==> config.mk <==
export PLATFORM = sky130hd
export DESIGN_NAME = hamming_rx_sequencer_flat
export DESIGN_NICKNAME = d
export VERILOG_FILES = /design/src/rtl/hamming_rx_sequencer_pkg.sv /design/src/rtl/hamming_rx_sequencer_if.sv /design/src/rtl/hamming_rx_sequencer_timer.sv /design/src/rtl/hamming_rx_sequencer.sv /design/src/flat_wrapper.sv
export SDC_FILE = /design/constraint.sdc
export NUM_CORES = 1
export LEC_CHECK = 0
export CELL_PAD_IN_SITES_DETAIL_PLACEMENT = 0
export CELL_PAD_IN_SITES_GLOBAL_PLACEMENT = 1
export CORE_MARGIN = 5
export CORE_UTILIZATION = 35
export DETAILED_ROUTE_END_ITERATION = 8
export PLACE_DENSITY = 0.75
export SYNTH_ARGS = -nofsm -noshare
export SYNTH_HDL_FRONTEND = slang
export SYNTH_SLANG_ARGS = --single-unit
==> constraint.sdc <==
create_clock -name clk -period 2.37 [get_ports clk]
set_input_delay 0.711 -clock clk [delete_from_list [all_inputs] [get_ports clk]]
set_output_delay 0.711 -clock clk [all_outputs]
set_load 0.05 [all_outputs]
==> src/rtl/hamming_rx_sequencer_pkg.sv <==
`default_nettype none
// ============================================================================
//  Module   : hamming_rx_pkg
//  Purpose  : Shared types and constants for the Hamming(7,4) receive
//             sequencer: FSM state encoding, codeword/nibble widths, timer
//             width and the default decoder timeout.
//  Ports    : none (package)
//  Revision : 1.0 - initial release
// ============================================================================
package hamming_rx_pkg;

  // Hamming(7,4): 7-bit codeword in, 4-bit data nibble out.
  localparam int CW_W            = 7;
  localparam int NIB_W           = 4;
  localparam int BYTE_W          = 2 * NIB_W;
  localparam int SYN_W           = 3;

  // Decoder response timeout; the timer is wide enough for limits 1..255.
  localparam int DEFAULT_TIMEOUT = 15;
  localparam int TMR_W           = 8;

  // Encodings are visible on state_dbg, so they are fixed explicitly.
  typedef enum logic [1:0] {
    ST_IDLE  = 2'd0,
    ST_ISSUE = 2'd1,
    ST_WAIT  = 2'd2,
    ST_OUT   = 2'd3
  } state_t;

  // The first decoded nibble becomes the low half of the byte.
  function automatic logic [BYTE_W-1:0] pack_byte(
    input logic [NIB_W-1:0] hi,
    input logic [NIB_W-1:0] lo
  );
    return {hi, lo};
  endfunction

endpackage
`default_nettype wire

==> src/rtl/hamming_rx_sequencer_if.sv <==
`default_nettype none
// ============================================================================
//  Module   : hamming_rx_sequencer_if
//  Purpose  : Bundles the UART-side, decoder-side, byte-output and status
//             signals of the receive sequencer.
//  Modports : master - the sequencer (drives dec_*, byte_*, status)
//             slave  - the surrounding system (UART, decoder, consumer)
//  Signals  : uart_valid/uart_data      codeword from the UART receiver
//             dec_ena/dec_in            request to the Hamming decoder
//             dec_valid/dec_data/
//             dec_syndrome              decoder response
//             byte_data/byte_valid/
//             byte_ready                assembled byte handshake
//             clr_flags                 clears sticky status
//             err_count/overrun/
//             timeout/state_dbg         status readout
//  Revision : 1.0 - initial release
// ============================================================================
interface hamming_rx_sequencer_if
  import hamming_rx_pkg::*;
#(
  parameter int ERR_CNT_W = 8
);

  logic                  uart_valid;
  logic [CW_W-1:0]       uart_data;

  logic                  dec_ena;
  logic [CW_W-1:0]       dec_in;
  logic                  dec_valid;
  logic [NIB_W-1:0]      dec_data;
  logic [SYN_W-1:0]      dec_syndrome;

  logic [BYTE_W-1:0]     byte_data;
  logic                  byte_valid;
  logic                  byte_ready;

  logic                  clr_flags;
  logic [ERR_CNT_W-1:0]  err_count;
  logic                  overrun;
  logic                  timeout;
  logic [1:0]            state_dbg;

  modport master (
    input  uart_valid, uart_data,
    output dec_ena, dec_in,
    input  dec_valid, dec_data, dec_syndrome,
    output byte_data, byte_valid,
    input  byte_ready,
    input  clr_flags,
    output err_count, overrun, timeout, state_dbg
  );

  modport slave (
    output uart_valid, uart_data,
    input  dec_ena, dec_in,
    output dec_valid, dec_data, dec_syndrome,
    input  byte_data, byte_valid,
    output byte_ready,
    output clr_flags,
    input  err_count, overrun, timeout, state_dbg
  );

endinterface
`default_nettype wire

==> src/rtl/hamming_rx_sequencer_timer.sv <==
`default_nettype none
// ============================================================================
//  Module   : rx_timeout_timer
//  Purpose  : Cycle counter for the decoder-response wait. Counts while
//             enabled and flags the cycle in which the count reaches the
//             limit, so the owner leaves after exactly 'limit' wait cycles.
//  Ports    : clk      clock
//             rst      asynchronous active-high reset
//             clear    restart the count at zero (priority over enable)
//             enable   count this cycle
//             limit    number of enabled cycles before expiry (>= 1)
//             expired  high during the last allowed enabled cycle
//  Revision : 1.0 - initial release
// ============================================================================
module rx_timeout_timer #(
  parameter int CNT_W = 8
) (
  input  wire logic             clk,
  input  wire logic             rst,
  input  wire logic             clear,
  input  wire logic             enable,
  input  wire logic [CNT_W-1:0] limit,
  output logic                  expired
);

  logic [CNT_W-1:0] r_count;

  always_ff @(posedge clk or posedge rst) begin
    if (rst) begin
      r_count <= '0;
    end else if (clear) begin
      r_count <= '0;
    end else if (enable) begin
      r_count <= r_count + CNT_W'(1);
    end
  end

  // The count equals the number of enabled cycles already completed, so the
  // final allowed cycle is the one where it reads limit-1. Raising expiry
  // there lets the owner act on the same edge the count would hit the limit.
  assign expired = enable && (r_count == (limit - CNT_W'(1)));

endmodule
`default_nettype wire

==> src/rtl/hamming_rx_sequencer.sv <==
`default_nettype none
// ============================================================================
//  Module   : hamming_rx_sequencer
//  Purpose  : Sequences codewords from the UART receiver into the Hamming(7,4)
//             decoder, collects two decoded nibbles (low first) into a byte
//             and offers it on a valid/ready handshake. Keeps a saturating
//             corrected-error count and sticky overrun/timeout flags.
//  Ports    : clk   clock
//             rst   asynchronous active-high reset
//             bus   hamming_rx_sequencer_if.master (all data/status signals)
//  Revision : 1.0 - initial release
// ============================================================================
module hamming_rx_sequencer
  import hamming_rx_pkg::*;
#(
  parameter int TIMEOUT_CYCLES = DEFAULT_TIMEOUT,
  parameter int ERR_CNT_W      = 8
) (
  input  wire logic                clk,
  input  wire logic                rst,
  hamming_rx_sequencer_if.master   bus
);

  localparam logic [TMR_W-1:0]     c_timeout_limit = TMR_W'(TIMEOUT_CYCLES);
  localparam logic [ERR_CNT_W-1:0] c_err_max       = {ERR_CNT_W{1'b1}};

  // --------------------------------------------------------------------------
  // Registered state and outputs
  // --------------------------------------------------------------------------
  state_t               r_state;
  logic                 r_dec_ena;
  logic [CW_W-1:0]      r_dec_in;
  logic [NIB_W-1:0]     r_low_nib;
  logic                 r_nib_idx;
  logic [BYTE_W-1:0]    r_byte_data;
  logic                 r_byte_valid;
  logic [ERR_CNT_W-1:0] r_err_count;
  logic                 r_overrun;
  logic                 r_timeout;

  logic                 w_tmr_clear;
  logic                 w_tmr_enable;
  logic                 w_tmr_expired;
  logic                 w_dec_resp;
  logic                 w_corrected;
  logic                 w_dropped;

  // --------------------------------------------------------------------------
  // Decoder response timer: restarted in ISSUE, runs only while in WAIT.
  // --------------------------------------------------------------------------
  assign w_tmr_clear  = (r_state == ST_ISSUE);
  assign w_tmr_enable = (r_state == ST_WAIT);

  rx_timeout_timer #(
    .CNT_W   (TMR_W)
  ) u_timer (
    .clk     (clk),
    .rst     (rst),
    .clear   (w_tmr_clear),
    .enable  (w_tmr_enable),
    .limit   (c_timeout_limit),
    .expired (w_tmr_expired)
  );

  // Decoder responses only count while a request is outstanding.
  assign w_dec_resp  = (r_state == ST_WAIT) && bus.dec_valid;
  assign w_corrected = w_dec_resp && (bus.dec_syndrome != '0);
  // Any codeword arriving outside IDLE is lost.
  assign w_dropped   = bus.uart_valid && (r_state != ST_IDLE);

  // --------------------------------------------------------------------------
  // Sequencer FSM with registered outputs and status
  // --------------------------------------------------------------------------
  always_ff @(posedge clk or posedge rst) begin
    if (rst) begin
      r_state      <= ST_IDLE;
      r_dec_ena    <= 1'b0;
      r_dec_in     <= '0;
      r_low_nib    <= '0;
      r_nib_idx    <= 1'b0;
      r_byte_data  <= '0;
      r_byte_valid <= 1'b0;
      r_err_count  <= '0;
      r_overrun    <= 1'b0;
      r_timeout    <= 1'b0;
    end else begin
      // dec_ena is a single-cycle strobe: only IDLE->ISSUE raises it.
      r_dec_ena <= 1'b0;

      case (r_state)
        ST_IDLE: begin
          if (bus.uart_valid) begin
            r_dec_in  <= bus.uart_data;
            r_dec_ena <= 1'b1;
            r_state   <= ST_ISSUE;
          end
        end

        ST_ISSUE: begin
          r_state <= ST_WAIT;
        end

        ST_WAIT: begin
          // A response in the expiry cycle still wins over the timeout.
          if (bus.dec_valid) begin
            if (!r_nib_idx) begin
              r_low_nib <= bus.dec_data;
              r_nib_idx <= 1'b1;
              r_state   <= ST_IDLE;
            end else begin
              r_byte_data  <= pack_byte(bus.dec_data, r_low_nib);
              r_byte_valid <= 1'b1;
              r_nib_idx    <= 1'b0;
              r_state      <= ST_OUT;
            end
          end else if (w_tmr_expired) begin
            // A half-built byte cannot be trusted once a codeword is lost.
            r_timeout <= 1'b1;
            r_nib_idx <= 1'b0;
            r_state   <= ST_IDLE;
          end
        end

        ST_OUT: begin
          if (bus.byte_ready) begin
            r_byte_valid <= 1'b0;
            r_state      <= ST_IDLE;
          end
        end

        default: begin
          r_state <= ST_IDLE;
        end
      endcase

      if (w_dropped) begin
        r_overrun <= 1'b1;
      end

      if (w_corrected && (r_err_count != c_err_max)) begin
        r_err_count <= r_err_count + ERR_CNT_W'(1);
      end

      // Placed last so a clear overrides a same-cycle set or increment.
      if (bus.clr_flags) begin
        r_overrun   <= 1'b0;
        r_timeout   <= 1'b0;
        r_err_count <= '0;
      end
    end
  end

  // --------------------------------------------------------------------------
  // Output mapping
  // --------------------------------------------------------------------------
  assign bus.dec_ena    = r_dec_ena;
  assign bus.dec_in     = r_dec_in;
  assign bus.byte_data  = r_byte_data;
  assign bus.byte_valid = r_byte_valid;
  assign bus.err_count  = r_err_count;
  assign bus.overrun    = r_overrun;
  assign bus.timeout    = r_timeout;
  assign bus.state_dbg  = r_state;

endmodule
`default_nettype wire

==> src/flat_wrapper.sv <==
// flat-port wrapper written by rule: the top's interface ports become plain ports
module hamming_rx_sequencer_flat import hamming_rx_pkg::*;
#(
  parameter int TIMEOUT_CYCLES = DEFAULT_TIMEOUT,
  parameter int ERR_CNT_W      = 8
)
  (clk, rst, bus_uart_valid, bus_uart_data, bus_dec_ena, bus_dec_in, bus_dec_valid, bus_dec_data, bus_dec_syndrome, bus_byte_data, bus_byte_valid, bus_byte_ready, bus_clr_flags, bus_err_count, bus_overrun, bus_timeout, bus_state_dbg);
  hamming_rx_sequencer_if #(.ERR_CNT_W(ERR_CNT_W)) bus_i ();
  input  wire logic clk;
  input  wire logic rst;
  input wire logic [$bits(bus_i.uart_valid)-1:0] bus_uart_valid;
  input wire logic [$bits(bus_i.uart_data)-1:0] bus_uart_data;
  output wire logic [$bits(bus_i.dec_ena)-1:0] bus_dec_ena;
  output wire logic [$bits(bus_i.dec_in)-1:0] bus_dec_in;
  input wire logic [$bits(bus_i.dec_valid)-1:0] bus_dec_valid;
  input wire logic [$bits(bus_i.dec_data)-1:0] bus_dec_data;
  input wire logic [$bits(bus_i.dec_syndrome)-1:0] bus_dec_syndrome;
  output wire logic [$bits(bus_i.byte_data)-1:0] bus_byte_data;
  output wire logic [$bits(bus_i.byte_valid)-1:0] bus_byte_valid;
  input wire logic [$bits(bus_i.byte_ready)-1:0] bus_byte_ready;
  input wire logic [$bits(bus_i.clr_flags)-1:0] bus_clr_flags;
  output wire logic [$bits(bus_i.err_count)-1:0] bus_err_count;
  output wire logic [$bits(bus_i.overrun)-1:0] bus_overrun;
  output wire logic [$bits(bus_i.timeout)-1:0] bus_timeout;
  output wire logic [$bits(bus_i.state_dbg)-1:0] bus_state_dbg;
  assign bus_i.uart_valid = bus_uart_valid;
  assign bus_i.uart_data = bus_uart_data;
  assign bus_dec_ena = bus_i.dec_ena;
  assign bus_dec_in = bus_i.dec_in;
  assign bus_i.dec_valid = bus_dec_valid;
  assign bus_i.dec_data = bus_dec_data;
  assign bus_i.dec_syndrome = bus_dec_syndrome;
  assign bus_byte_data = bus_i.byte_data;
  assign bus_byte_valid = bus_i.byte_valid;
  assign bus_i.byte_ready = bus_byte_ready;
  assign bus_i.clr_flags = bus_clr_flags;
  assign bus_err_count = bus_i.err_count;
  assign bus_overrun = bus_i.overrun;
  assign bus_timeout = bus_i.timeout;
  assign bus_state_dbg = bus_i.state_dbg;
  hamming_rx_sequencer #(.TIMEOUT_CYCLES(TIMEOUT_CYCLES), .ERR_CNT_W(ERR_CNT_W)) u_core (.clk(clk), .rst(rst), .bus(bus_i));
endmodule
==> results of run 1 <==
[cells by family after synthesis]
logic type	count (synthesis)	share of synthesized area
buffers and inverters	15	0.0289
and+or+nand+nor	43	0.116
AOI/OAI and AO/OA	34	0.123
adders and majority gates	7	0.0450
xor gates and xnor gates	6	0.0270
DFF	42	0.540
muxes	21	0.120
[flip-flops by register name, summed over array words and instances (netlist names)]
register and count:
u_core.bus.dec_in 7, u_core.bus.err_count 8, u_core.bus.dec_ena 1, u_core.bus.byte_data 8
u_core.bus.state_dbg 2, u_core.u_timer.r_count 8, u_core.r_nib_idx 1, u_core.r_low_nib 4
u_core.bus.overrun 1, u_core.bus.byte_valid 1, u_core.bus.timeout 1
[placed cells by master, fill, tap and decap left out, drive strengths merged, types with 2 or more instances in the layout]
| cell | n |
|---|---|
| o31ai | 3 |
| mux2i | 2 |
| buf | 6 |
| a21o | 3 |
| and3 | 5 |
| and4 | 2 |
| or3 | 2 |
| or4 | 2 |
| nand4 | 2 |
| inv | 12 |
| clkdlybuf4s50 | 48 |
| clkbuf | 6 |
| bufinv | 2 |
| nand2 | 13 |
| o21ai | 12 |
| dfrtp | 42 |
| a31oi | 3 |
| a21oi | 7 |
| xor2 | 2 |
| mux2 | 19 |
| nand3 | 3 |
| xnor2 | 4 |
| ha | 7 |
| nor2 | 9 |
[how the worst max path moves through the flow]
stage | endpoint | slack (ns) | cells past startpoint
after floorplan | u_core.bus.err_count[5]$_DFFE_PP0P_ | 0.24 | 5
after global placement | u_core.bus.err_count[5]$_DFFE_PP0P_ | 0.1 | 5
after detailed placement | u_core.bus.err_count[5]$_DFFE_PP0P_ | 0.07 | 5
after CTS | bus_err_count[3] | 0.07 | 1
after global routing | bus_err_count[3] | 0.01 | 1
final | bus_err_count[3] | 0.09 | 1
[per-layer routing]
layer / GRT usage / vias to the layer above / part of all wire
li1: - / 709 / -
met1: 0.157 / 664 / 0.49
met2: 0.181 / 38 / 0.43
met3: 0.0363 / 7 / 0.057
met4: 0.0561 / 0 / 0.021
met5: 0 / - / 0
[power breakdown]
part	internal (mW)	switching (mW)	total [mW]
combinational	0.662	1.03	1.69
clock	0.449	0.242	0.692
sequential	0.958	0.150	1.11
[area by class of cell]
type / count / area (sq um)
sequential: 42 / 1050
clock inverter: 2 / 60.1
fill: 515 / 2780
clock buffer: 6 / 82.6
inverter: 12 / 45.0
tap: 72 / 90.1
timing repair buffer: 54 / 526
multi-input combinational: 111 / 840
[through the flow]
step	setup WS, ns	utilization	total power [mW]	hold WS (ns)	instances
floorplan	0.245	-	2.27	0.467	168
global placement	0.0973	0.466	2.82	0.478	291
detailed placement	0.0692	0.466	2.84	0.488	291
global route	0.0102	0.492	3.70	0.516	299
finish	0.0903	0.492	3.49	0.502	299
CTS	0.0678	0.492	3.54	0.508	299
==> impl_metrics.tcl, run 1 <==
set metrics [dict create \
    core_sq_mm 0.00547 \
    skew_ns 0.00638 \
    ios 49 \
    portBuffers 48 \
    path_max_fanout 6 \
    yosys.cell_count.top_type "dfrtp_1" \
    seq_area_frac_synth 0.540 \
    antenna_left 0 \
    globalRoute.totalOverflow 0 \
    slowest_stage "clkdlybuf4s50_1" \
    routedWlPerCell_microns 13.4 \
    synth_edf_count 0 \
    clock_latency_ns 0.29 \
    cts_root_buf "clkbuf_8" \
    max-cap-violations 0 \
    hold_class "register to register" \
    post-cts-setup-buffer-count 0 \
    routed_wl_microns 4010 \
    layout-drive-gt1-share 0.167 \
    cts_hold_buf 0 \
    die_y_microns 84.6 \
    htreeDepth 2 \
    holdPathStages 2 \
    clock-sinks 42 \
    die_area_sq_mm 0.00715 \
    worstHoldStart "u_core.bus.overrun$_DFFE_PP0P_" \
    vias 1418 \
    fp.dieW_microns 84.6 \
    dpl-instance-area_sq_mm 0.00255 \
    post-route-min-period_ns 2.28 \
    cts_buffers 5 \
    synth_fp_nets 195 \
    vdd_drop_max_mv 0.640 \
    critPathArrivalTime_ns 1.57 \
    antennaDiodeCount 0 \
    syn_inst 168 \
    synth_top_cell_by_area "dfrtp_1" \
    clock_path_buffers 2 \
    hold_viol 0 \
    synth_top_area_share 0.540 \
    synth_cell_types 36 \
    crit_chain "clkdlybuf4s50_1" \
    r2r_slack_ns 0.49 \
    fin_crit_sh 0.962 \
    grt_max_degree 43 \
    yosysWarnings 0 \
    viasPerCell 4.74 \
    slew_viol_final 0 \
    synth-async-reset-ratio 1.00 \
    rows 27 \
    fmax_mhz 439 \
    avgSynthCellArea_sq_um 11.6 \
    p_per_area_mw_per_mm2 1300 \
    min_to "u_core.bus.overrun$_DFFE_PP0P_" \
    worstSetupStartpointType "register" \
    crit_path_end_kind "primary output" \
    first_iter_violations 35 \
    ys_seq_elements 42 \
    synth_area_sq_mm 0.00195 \
    crit_buf_inv 1 \
    r2r_end "u_core.bus.err_count[5]$_DFFE_PP0P_" \
    crit_family "buffers and inverters" \
    synthTopCellsByArea "dfrtp_1 (54%), mux2_2 (11%), ha_1 (4.5%), o21ai_0 (3.1%), nand2_1 (2.5%)" \
    max-slew-margin-rel 0.586 \
    cts_tree "built" \
    fin_area_sq_mm 0.00269 \
    final-setup-viol-count 0 \
    hpwl_microns 2860 \
    r2r_cells 6 \
    area_growth_pct 38.4 \
    r2r-start "u_core.bus.state_dbg[0]$_DFFE_PP0P_" \
    rsz0062_at_grt "no" \
    required_ns 1.66 \
    slowest_delay_ns 0.83 \
    cts_resized 0 \
    antenna_found_initial 0 \
    worst_pin_slew_ns 0.615 \
    grt_pass1_vias 1393 \
    status "complete, no violations" \
    cp-startpoint "u_core.bus.err_count[3]$_DFFE_PP0P_" \
    grt_pass1_wl_microns 6820 \
    fin_nets 253 \
    drc 0 \
    p_leak_nw 1.18 \
    drt_pre_antenna_iters 4 \
    synth_flop_cell "dfrtp_1" \
    grtUsageTotal 0.120 \
    crit_type "register to primary output" \
    start_util 0.356 \
    cts.clk_slew.worst_paths_ns 0.08 \
    netlist_top_cells_count "dfrtp_1 (42), mux2_2 (19), nand2_1 (13)" \
    gp_congestion 0.750 \
    setup-tns-final_ns 0 \
]
No activity file was read; power rests on OpenSTA's default activity.
==> run 2: changes to the inputs <==
--- a/config.mk
+++ b/config.mk
@@ -8,9 +8,9 @@
 export CELL_PAD_IN_SITES_DETAIL_PLACEMENT = 0
 export CELL_PAD_IN_SITES_GLOBAL_PLACEMENT = 1
 export CORE_MARGIN = 5
-export CORE_UTILIZATION = 35
+export CORE_UTILIZATION = 38
 export DETAILED_ROUTE_END_ITERATION = 8
-export PLACE_DENSITY = 0.75
+export PLACE_DENSITY = 0.8
 export SYNTH_ARGS = -nofsm -noshare
 export SYNTH_HDL_FRONTEND = slang
 export SYNTH_SLANG_ARGS = --single-unit
==> impl_metrics.tcl, run 2 (synthesized netlist as in run 1, its figures left out) <==
set metrics [dict create \
    p_leak_nw 1.16 \
    rows 26 \
    globalRoute.totalOverflow 0 \
    drt_pre_antenna_iters 4 \
    core_sq_mm 0.00504 \
    finalPower_mw 3.27 \
    ios 49 \
    gr-usage-met1 0.167 \
    met2_usage 0.215 \
    slowest_delay_ns 0.84 \
    setup-tns-final_ns 0 \
    post-route-min-period_ns 2.30 \
    area_growth_pct 35.5 \
    dpl.cell_count 289 \
    antennaDiodeCount 0 \
    final_cell_mix "clkdlybuf4s50_1 (46), dfrtp_1 (42), mux2_2 (19)" \
    hold_viol 0 \
    final_cells 297 \
    path_max_fanout 6 \
    skew_ns 0.00404 \
    clock-sinks 42 \
    fin_crit_sh 0.972 \
    clock_path_buffers 2 \
    antenna_left 0 \
    cts.clk_slew.worst_paths_ns 0.08 \
    crit_chain "clkdlybuf4s50_1" \
    layout-drive-gt1-share 0.176 \
    max-slew-margin-rel 0.561 \
    utilization 0.523 \
    cts_buffers 5 \
    viasPerCell 4.92 \
    critPathArrivalTime_ns 1.59 \
    grt_max_degree 43 \
    die_area_sq_mm 0.00665 \
    fp.dieW_microns 81.6 \
    busiest_layer "met2" \
    pre_cts_slack_ns 0.0119 \
    routed_wl_microns 4010 \
    start_util 0.386 \
    mostFrequentLayoutCell "clkdlybuf4s50_1" \
    drc 0 \
    setup_ws_ns 0.0672 \
    crit_buf_inv 1 \
    hold_class "register to register" \
    gp_congestion 0.731 \
    fin_nets 253 \
    crit_path_end_kind "primary output" \
    rsz0062_at_grt "no" \
    fin_area_sq_mm 0.00264 \
    status "complete, no violations" \
    cts_tree "built" \
    slew_viol_final 0 \
    grtUsageTotal 0.133 \
    required_ns 1.66 \
    clock_latency_ns 0.29 \
    crit_family "buffers and inverters" \
    first_iter_violations 67 \
    grt_use_met3 0.0515 \
    cts_root_buf "clkbuf_8" \
    grt_pass1_vias 1447 \
    die_y_microns 81.6 \
    antenna_found_initial 0 \
    vias 1460 \
    post-cts-setup-buffer-count 0 \
    cts_hold_buf 0 \
    fmax_mhz 434 \
    worstSetupStartpointType "register" \
    max-cap-violations 0 \
    grt_pass1_wl_microns 6810 \
    final-setup-viol-count 0 \
    htreeDepth 2 \
    vdd_drop_max_mv 0.663 \
    hpwl_microns 2890 \
    portBuffers 48 \
    routedWlPerCell_microns 13.5 \
    worst_hold_slack_ns 0.507 \
    worst_pin_slew_ns 0.653 \
    slowest_stage "clkdlybuf4s50_1" \
    dpl-instance-area_sq_mm 0.00254 \
    cts_resized 0 \
    p_per_area_mw_per_mm2 1240 \
    crit_type "register to primary output" \
]
## run 2: cell types whose count changed in the layout (fill, tap and decap cells not counted)
cell             before  now
clkinvlp_4            0    1
clkdlybuf4s50_1      48   46
clkinv_2              0    1
bufinv_16             2    0
buf_4                 6    8
## run 2: path summary, 6_finish.rpt
| kind | end | slack (ns) | depth (start not counted) | from |
|---|---|---|---|---|
| worst min register to register | u_core.bus.dec_in[4]$_DFFE_PP0P_ | 0.51 | 1 | u_core.bus.dec_in[4]$_DFFE_PP0P_ |
| min in group asynchronous | u_core.bus.err_count[1]$_DFFE_PP0P_ | 0.84 | 3 | rst |
| worst max-delay path | bus_err_count[3] | 0.07 | 1 | u_core.bus.err_count[3]$_DFFE_PP0P_ |
| worst min-delay path | u_core.bus.dec_in[4]$_DFFE_PP0P_ | 0.51 | 1 | u_core.bus.dec_in[4]$_DFFE_PP0P_ |
| worst max register to register | u_core.bus.err_count[6]$_DFFE_PP0P_ | 0.36 | 5 | u_core.bus.state_dbg[0]$_DFFE_PP0P_ |
| max in group asynchronous | u_core.u_timer.r_count[7]$_DFFE_PP0P_ | 1.15 | 3 | rst |
## run 2: layout make-up
class / instances / area [sq um]
well taps: 70 / 87.6
flip-flops and latches: 42 / 1050
fillers: 475 / 2400
multi-input cells: 111 / 840
repair buffers: 54 / 520
clock inverters: 2 / 12.5
clock buffers: 6 / 82.6
inverters: 12 / 45.0
## run 2: where the power goes
group / internal (mW) / total (mW) / switching, mW
sequential: 0.957 / 1.12 / 0.158
combinational: 0.651 / 1.68 / 1.03
clock: 0.234 / 0.481 / 0.246
total: 1.84 / 3.27 / 1.43
## run 2: routing by layer
layer  vias to the layer above  wire length, microns
li1                        717                     -
met1                       699                  1760
met2                        40                  1870
met3                         4                   329
met4                         0                    44
met5                         -                     0
